## config.mk

```make
export PLATFORM = sky130hd
export DESIGN_NAME = muldiv_unit
export DESIGN_NICKNAME = d
export VERILOG_FILES = /design/src/rtl/mips_pkg.sv /design/src/rtl/muldiv_unit.sv
export SDC_FILE = /design/constraint.sdc
export NUM_CORES = 1
export LEC_CHECK = 0
export BUFFER_PORTS_ARGS = -buffer_cell sky130_fd_sc_hd__buf_2
export CORE_UTILIZATION = 55
export DETAILED_ROUTE_END_ITERATION = 7
export PLACE_DENSITY_LB_ADDON = 0.1
export SLEW_MARGIN = 20
export SYNTH_ARGS = -nofsm -noshare
export SYNTH_HDL_FRONTEND = slang
export SYNTH_SLANG_ARGS = --single-unit
```

## constraint.sdc

```tcl
create_clock -name clk -period 4.75 [get_ports clk]
set_clock_uncertainty 0.15 [all_clocks]
set_input_delay 0.475 -clock clk [delete_from_list [all_inputs] [get_ports clk]]
set_output_delay 0.475 -clock clk [all_outputs]
set_load 0.005 [all_outputs]
```

## src/rtl/mips_pkg.sv

```systemverilog
// Shared MIPS definitions: MDU funct codes and the multiply/divide unit state encoding.
package mips_pkg;

  localparam logic [5:0] FN_MFHI  = 6'b010000;
  localparam logic [5:0] FN_MTHI  = 6'b010001;
  localparam logic [5:0] FN_MFLO  = 6'b010010;
  localparam logic [5:0] FN_MTLO  = 6'b010011;
  localparam logic [5:0] FN_MULT  = 6'b011000;
  localparam logic [5:0] FN_MULTU = 6'b011001;
  localparam logic [5:0] FN_DIV   = 6'b011010;
  localparam logic [5:0] FN_DIVU  = 6'b011011;

  typedef enum logic [1:0] {IDLE, MUL, DIV, FIX} mdu_state_t;

endpackage

```

## src/rtl/muldiv_unit.sv

```systemverilog
// Iterative MIPS multiply/divide unit with HI/LO: WIDTH step cycles plus one sign-fix cycle.
// Stalls any presented op while busy; MT*/MF* complete without entering the FSM.
module muldiv_unit #(
  parameter int WIDTH   = 32,
  parameter int FUNCT_W = 6
) (
  input  logic               clk,
  input  logic               reset_n,
  input  logic               op_valid,
  input  logic [FUNCT_W-1:0] funct,
  input  logic [WIDTH-1:0]   srca,
  input  logic [WIDTH-1:0]   srcb,
  output logic               stall,
  output logic               busy,
  output logic               done,
  output logic [WIDTH-1:0]   rd_data,
  output logic [WIDTH-1:0]   hi,
  output logic [WIDTH-1:0]   lo
);
  import mips_pkg::*;

  localparam int CW = $clog2(WIDTH);
  localparam logic [CW-1:0] LAST = CW'(WIDTH - 1);

  mdu_state_t         r_state, w_state_nxt;
  logic [CW-1:0]      r_cnt;
  logic [2*WIDTH-1:0] r_acc;
  logic [WIDTH-1:0]   r_b, r_srca, r_hi, r_lo;
  logic               r_neg_q, r_neg_r, r_div0, r_is_div, r_done;

  logic               w_accept, w_is_mul, w_is_div, w_signed, w_sa, w_sb, w_sub;
  logic [WIDTH-1:0]   w_mag_a, w_mag_b, w_q, w_r;
  logic [2*WIDTH-1:0] w_prod;
  logic [WIDTH+1:0]   w_add_a, w_add_b, w_sum;

  assign busy    = (r_state != IDLE);
  assign stall   = op_valid && busy;
  assign done    = r_done;
  assign hi      = r_hi;
  assign lo      = r_lo;
  assign rd_data = (funct == FUNCT_W'(FN_MFHI)) ? r_hi : r_lo;

  assign w_accept = op_valid && !busy;
  assign w_is_mul = (funct == FUNCT_W'(FN_MULT)) || (funct == FUNCT_W'(FN_MULTU));
  assign w_is_div = (funct == FUNCT_W'(FN_DIV))  || (funct == FUNCT_W'(FN_DIVU));
  assign w_signed = (funct == FUNCT_W'(FN_MULT)) || (funct == FUNCT_W'(FN_DIV));
  assign w_sa     = w_signed && srca[WIDTH-1];
  assign w_sb     = w_signed && srcb[WIDTH-1];
  assign w_mag_a  = w_sa ? -srca : srca;
  assign w_mag_b  = w_sb ? -srcb : srcb;

  // One adder serves both loops: multiply adds the multiplicand when the low
  // multiplier bit is set; divide trial-subtracts from the shifted remainder.
  assign w_sub = (r_state == DIV);
  always_comb begin
    w_add_a = {2'b00, r_acc[2*WIDTH-1:WIDTH]};
    w_add_b = {2'b00, r_b} & {(WIDTH+2){r_acc[0]}};
    if (w_sub) begin
      w_add_a = {1'b0, r_acc[2*WIDTH-1:WIDTH-1]};
      w_add_b = ~{2'b00, r_b};
    end
  end
  assign w_sum = w_add_a + w_add_b + (WIDTH+2)'(w_sub);

  assign w_prod = r_neg_q ? -r_acc : r_acc;
  assign w_q    = r_neg_q ? -r_acc[WIDTH-1:0] : r_acc[WIDTH-1:0];
  assign w_r    = r_neg_r ? -r_acc[2*WIDTH-1:WIDTH] : r_acc[2*WIDTH-1:WIDTH];

  always_ff @(posedge clk or negedge reset_n) begin
    if (!reset_n) r_state <= IDLE;
    else          r_state <= w_state_nxt;
  end

  always_comb begin
    w_state_nxt = r_state;
    case (r_state)
      IDLE: begin
        if (w_accept && w_is_mul)      w_state_nxt = MUL;
        else if (w_accept && w_is_div) w_state_nxt = DIV;
      end
      MUL, DIV: if (r_cnt == LAST) w_state_nxt = FIX;
      FIX:      w_state_nxt = IDLE;
      default:  w_state_nxt = IDLE;
    endcase
  end

  always_ff @(posedge clk or negedge reset_n) begin
    if (!reset_n) begin
      r_cnt    <= '0;
      r_acc    <= '0;
      r_b      <= '0;
      r_srca   <= '0;
      r_hi     <= '0;
      r_lo     <= '0;
      r_neg_q  <= 1'b0;
      r_neg_r  <= 1'b0;
      r_div0   <= 1'b0;
      r_is_div <= 1'b0;
      r_done   <= 1'b0;
    end else begin
      r_done <= 1'b0;
      case (r_state)
        IDLE: if (w_accept) begin
          if (funct == FUNCT_W'(FN_MTHI)) r_hi <= srca;
          if (funct == FUNCT_W'(FN_MTLO)) r_lo <= srca;
          if (w_is_mul || w_is_div) begin
            r_acc    <= {{WIDTH{1'b0}}, (w_is_mul ? w_mag_b : w_mag_a)};
            r_b      <= w_is_mul ? w_mag_a : w_mag_b;
            r_neg_q  <= w_sa ^ w_sb;
            r_neg_r  <= w_sa;
            r_div0   <= (srcb == '0);
            r_is_div <= w_is_div;
            r_srca   <= srca;
            r_cnt    <= '0;
          end
        end
        MUL: begin
          r_acc <= {w_sum[WIDTH:0], r_acc[WIDTH-1:1]};
          r_cnt <= r_cnt + CW'(1);
        end
        DIV: begin
          if (!w_sum[WIDTH+1]) r_acc <= {w_sum[WIDTH-1:0], r_acc[WIDTH-2:0], 1'b1};
          else                 r_acc <= {r_acc[2*WIDTH-2:0], 1'b0};
          r_cnt <= r_cnt + CW'(1);
        end
        FIX: begin
          r_cnt  <= '0;
          r_done <= 1'b1;
          if (!r_is_div) begin
            {r_hi, r_lo} <= w_prod;
          end else if (r_div0) begin
            // Divide-by-zero: all-ones quotient, dividend passed through as remainder.
            r_lo <= '1;
            r_hi <= r_srca;
          end else begin
            r_lo <= w_q;
            r_hi <= w_r;
          end
        end
        default: r_cnt <= '0;
      endcase
    end
  end

endmodule
```

== After elaboration in Yosys (flattened, before gate mapping) ==
Index checks and enable logic that the tools add are counted.
Word-level totals
  flip-flop bits (word level): 204
  input bits: 73
  output and inout port bits: 99
Operators by class
  add/subtract/negate cells: 8
  equal/unequal tests: 17
  mux-type cells: 32
  bitwise gates (word level): 3
  reductions and logical operators: 23
Operator list (count)
  $mux 32: 15
  $mux 64: 4
  $pmux 64 s3: 1
  $neg 32->32: 4
  $pmux 32 s2: 2
  $neg 64->64: 1
  $eq 6x5->1 const B: 7
  $add 34x1->34: 1
  $add 34x34->34: 1
  $and 32x34->34: 1
  $mux 34: 1
  $not 32->34: 1
  $mux 33: 1
  $logic_not 32->1: 1
  $pmux 5 s3: 1
  $reduce_and 3->1: 4
  $mux 5: 2
  $ne 2x2->1 const B: 4
  $logic_and 1x1->1: 6
  $mux 2: 3
  $pmux 2 s3: 1
  $add 5x1->5 const B: 1
  $eq 5x5->1 const B: 1
  $eq 2x2->1 const B: 2
  other kinds (12): 17

== Depth between registers and ports, before layout ==
  depth in word-level cells: 8
  mapped depth: 20

== Worst setup path before layout ==
No wires, ideal clock.
  kind: reg-to-reg
  start point: register r_state[0]
  end point: register r_acc[46]
  setup time: 0.140 ns
  data arrival time: 4.334 ns
  required time: 4.460 ns
  path slack: 0.127 ns
  cell stages (with the launch flop): 19
  period minus slack after synthesis: 4.623 ns
  cell sequence: dfrtp_1 -> inv_1 -> ha_1 -> clkbuf_1 -> clkbuf_1 -> mux2_2 -> ha_1 -> o211ai_1 -> a21oi_1 -> o211ai_1 -> a21oi_1 -> o2111ai_1 -> nand3_1 -> a311oi_1 -> clkbuf_1 -> nand2b_1 -> buf_2 -> mux2i_1 -> o221ai_1
Between the ends
  cells in the longest elaborated chain, start to end: 6
  elaborated cells on any way between the ends: 16
  classes of those cells: add/sub: 2; eq/ne: 4; mux: 4; reduce/logical: 6
Ends and longest elaborated chain
  from (decl): line muldiv_unit.sv:25  | mdu_state_t r_state, w_state_nxt;
  from (signal assigned): line muldiv_unit.sv:71  | else r_state <= w_state_nxt;
  $eq 2x2->1: line muldiv_unit.sv:54, muldiv_unit.sv:102
  $mux 33 / $mux 34 (equally long branches): line muldiv_unit.sv:58  | if (w_sub) begin
  $add 34x34->34: line muldiv_unit.sv:63  | assign w_sum = w_add_a + w_add_b + (WIDTH+2)'(w_sub);
  $add 34x1->34: line muldiv_unit.sv:63
  $mux 64: line muldiv_unit.sv:122  | if (!w_sum[WIDTH+1]) r_acc <= {w_sum[WIDTH-1:0], r_acc[WIDTH-2:0], 1'b1};
  $pmux 64 s3: line muldiv_unit.sv:102  | case (r_state)
  to (signal assigned): line muldiv_unit.sv:107  | r_acc <= {{WIDTH{1'b0}}, (w_is_mul ? w_mag_b : w_mag_a)};
  to (signal assigned): line muldiv_unit.sv:122
  to (signal assigned): line muldiv_unit.sv:123  | else r_acc <= {r_acc[2*WIDTH-2:0], 1'b0};
  to (decl): line muldiv_unit.sv:27  | logic [2*WIDTH-1:0] r_acc;
Parallel ways exist; a longest one is shown, timed or not.
A chain may end at the register's enable or synchronous reset.

== Worst setup path in the final report ==
  start point: register r_state[0]
  end point: register r_acc[61]
The elaborated chain is that of the path after synthesis.

==> impl_metrics.toml <==
[place]
pre_cts_slack_ns = 0.226
hpwlAfterDp_um = 45700
gp_congestion = 0.959
io_buffers = 171

[sta]
drv_slew = 0
max_freq_mhz = 223
finalHoldViolations = 0
min_period_ns = 4.49
setup_viol = 0
rsz0062_at_grt = "false"
fin_crit_sh_pct = 94.5
relSlewSlack_pct = 34.3
final.setup.tns_ns = 0
hold_slack_ns = 0.0698
worst_pin_slew_ns = 0.986
worst_slack_ns = 0.259

[clock_tree]
cts-root-buf = "clkbuf_16"
post_cts_buffers = 0
path_clk_slew_ns = 0.06
clk_latency_ns = 0.55
cts_tree = "yes"
numCtsBuffers = 25
clk_path_buf_depth = 3
cts.sinks = 204
h-tree-depth = 1

[pwr]
pwr-share-seq_pct = 28.1
clkPwrFrac_pct = 13.3
power.leakage_nw = 8.08
max-vdd-ir-drop_mv = 0.474
power.density_nw_per_um2 = 746
swShare_pct = 50.9
switchingPower_mw = 6.97
internal_power_mw = 6.72
p_comb_share_pct = 58.6

[synth]
ys_ff_latch = 204
syn_area_um2 = 16500
synth_flop_cell = "dfrtp_1"
synth_top_cell_area_share_pct = 31.0
async_flop_share_pct = 100
syn_area_per_cell_um2 = 7.76
synth_edf_count = 0
synth_cells = 2123
syn-num-nets = 2241
synthTopCellsByArea = "dfrtp_1 31%, nand2_1 8.1%, o21ai_0 7.6%, a21oi_1 5.2%, xnor2_1 5.2%"
ys_seq_area_share_pct = 31.0
synth_cell_types = 78
ys_warn_count = 0
synth_top_area_cell = "dfrtp_1"

[cells_and_area]
antennaDiodeCount = 0
synthToLayoutAreaGrowth_pct = 11.2
drive_above_1_share_pct = 16.5
fin_nets = 2302

[job]
maxCapViolCount = 0

[route]
wl_per_cell_um = 23.2
drt-total-wl_um = 60100
dr.pass1.iters = 6
drc = 0
ant_nets = 0
vias = 16700
vias_per_cell = 6.43
drt_iter0_markers = 1769

[worst_hold_path]
hp-class = "input port to flop"

[setup_path]
crit_fanout = 31
crit_type = "flop to flop"
critPathRequiredTime_ns = 4.97
startpoint_type = "flop"
arrival_ns = 4.71
critPathCaptureType = "flop"

[floorplan]
rows = 63
dieArea_um2 = 30700
fp.dieW_um = 175
start_util_pct = 55.8
die_h_um = 175
coreArea_um2 = 29600
ios = 172

[global_route]
grt_first_pass_wirelength_um = 91300
overflow = 0
grt_pass1_vias = 15100
grt_usage_pct = 39.0
grt_max_degree = 99
antenna_found_initial = 0

[outcome]
status = "completed"
==> per-stage QoR <==
step	area, um2	util (%)	std cells	total power, mW
global route	18300	62.0	2590	14.6
CTS	18300	61.9	2590	13.4
floorplan	16500	-	2123	8.89
finish	18300	62.0	2590	13.7
detailed placement	17500	59.2	2546	11.6
global placement	17500	59.2	2546	11.4
==> Yosys cell counts, types with 11 or more instances <==
master	n
nor2_1	152
dfrtp_1	204
a21oi_1	171
buf_1	12
ha_1	43
xor2_1	47
o21ai_0	250
inv_1	26
nor2b_1	17
nand3_1	29
nand2b_1	25
xnor2_1	97
a31oi_1	19
a22oi_1	35
nand2_1	355
o211ai_1	21
clkbuf_1	150
o21ai_1	14
a221o_1	24
a21o_1	13
or3_1	31
o31ai_1	29
o22ai_1	36
or2_2	11
mux2_2	64
or4_1	20
mux2i_1	45
nor3_1	17
==> cells in the final DEF, fill, tap and decap left out, drive strengths merged, types with 8 or more instances in the layout <==
cell type	n
a21o	13
a21oi	173
a221o	24
a22o	8
a22oi	35
a31oi	19
buf	212
clkbuf	33
dfrtp	204
ha	43
inv	28
mux2	64
mux2i	45
nand2	356
nand2b	25
nand3	29
nand4	10
nor2	152
nor2b	17
nor3	17
nor4	11
o211ai	21
o21a	10
o21ai	264
o221ai	9
o22ai	36
o31ai	29
o41ai	10
or2	11
or3	33
or4	24
xnor2	97
xor2	47
==> logic make-up after synthesis <==
group | Yosys count | share of synthesized area [%]
AO/OA/AOI/OAI | 701 | 26.0
adder cells (fa/ha/maj) | 45 | 3.51
AND/OR/NAND/NOR | 713 | 19.7
flip-flops | 204 | 31.0
multiplexers | 109 | 7.10
buffers and inverters | 207 | 5.06
XOR/XNOR | 144 | 7.65
==> critical path, cell delays in order, from the launching register on <==
cell and delay (ns):
dfrtp_1 0.42, inv_1 0.18, ha_1 0.26, nor2_2 0.06, buf_6 0.17, mux2i_1 0.20, fa_1 0.22, inv_1 0.05
fa_1 0.39, a21o_1 0.24, a311oi_2 0.43, o31a_1 0.23, o211ai_1 0.14, a21oi_1 0.40, o31ai_2 0.12, o21a_1 0.18
nor2_1 0.11, xor2_1 0.21, o221ai_1 0.14
==> worst paths after layout <==
kind                                         from                     end  slack, ns  cells after the start
max in group asynchronous                 reset_n     r_b[16]$_DFFE_PN0P_       2.91                      3
max reg2reg                r_state[0]$_DFFE_PN0P_   r_acc[61]$_DFFE_PN0P_       0.26                     18
min                                       srca[5]   r_srca[5]$_DFFE_PN0P_       0.07                      3
min in group asynchronous                 reset_n      lo[11]$_DFFE_PN0P_       0.42                      2
min reg2reg                r_srca[31]$_DFFE_PN0P_  r_srca[31]$_DFFE_PN0P_       0.32                      2
max                        r_state[0]$_DFFE_PN0P_   r_acc[61]$_DFFE_PN0P_       0.26                     18
==> state kept, by name, indices dropped and copies added, names as in the netlist <==
register / count
r_neg_r: 1
lo: 32
done: 1
r_b: 32
r_acc: 64
r_state: 2
r_is_div: 1
r_cnt: 5
r_srca: 32
r_neg_q: 1
r_div0: 1
hi: 32
==> per-layer routing <==
layer / part of all wire (%) / GRT usage, % / wire [um]
met1: 43 / 57.0 / 26000
met3: 9.9 / 5.72 / 5940
met2: 42 / 57.3 / 25400
met4: 4.5 / 16.0 / 2720
met5: 0 / 0 / 0
==> repair_timing <==
action	CTS	global route
hold buffers	1	0
resized for setup	0	9
setup endpoints to repair	0	33
endpoints found under the hold margin	95	0
==> layout make-up <==
| class | instances | area, um2 |
|---|---|---|
| fillers | 2688 | 11200 |
| multi-input cells | 1712 | 10700 |
| flip-flops and latches | 204 | 5110 |
| repair buffers | 214 | 1210 |
| clock buffers | 32 | 662 |
| well taps | 390 | 488 |
| clock inverters | 11 | 110 |
| inverters | 27 | 101 |
==> power by group through the flow <==
stage	logic (mW)	registers, mW	clock network (mW)
after floorplan	5.79	3.10	0
after global placement	7.68	3.77	0
after detailed placement	7.79	3.81	0
after CTS	7.83	3.78	1.83
after global routing	8.77	3.91	1.90
final	8.02	3.85	1.82
(Power assumes the default switching activity.)
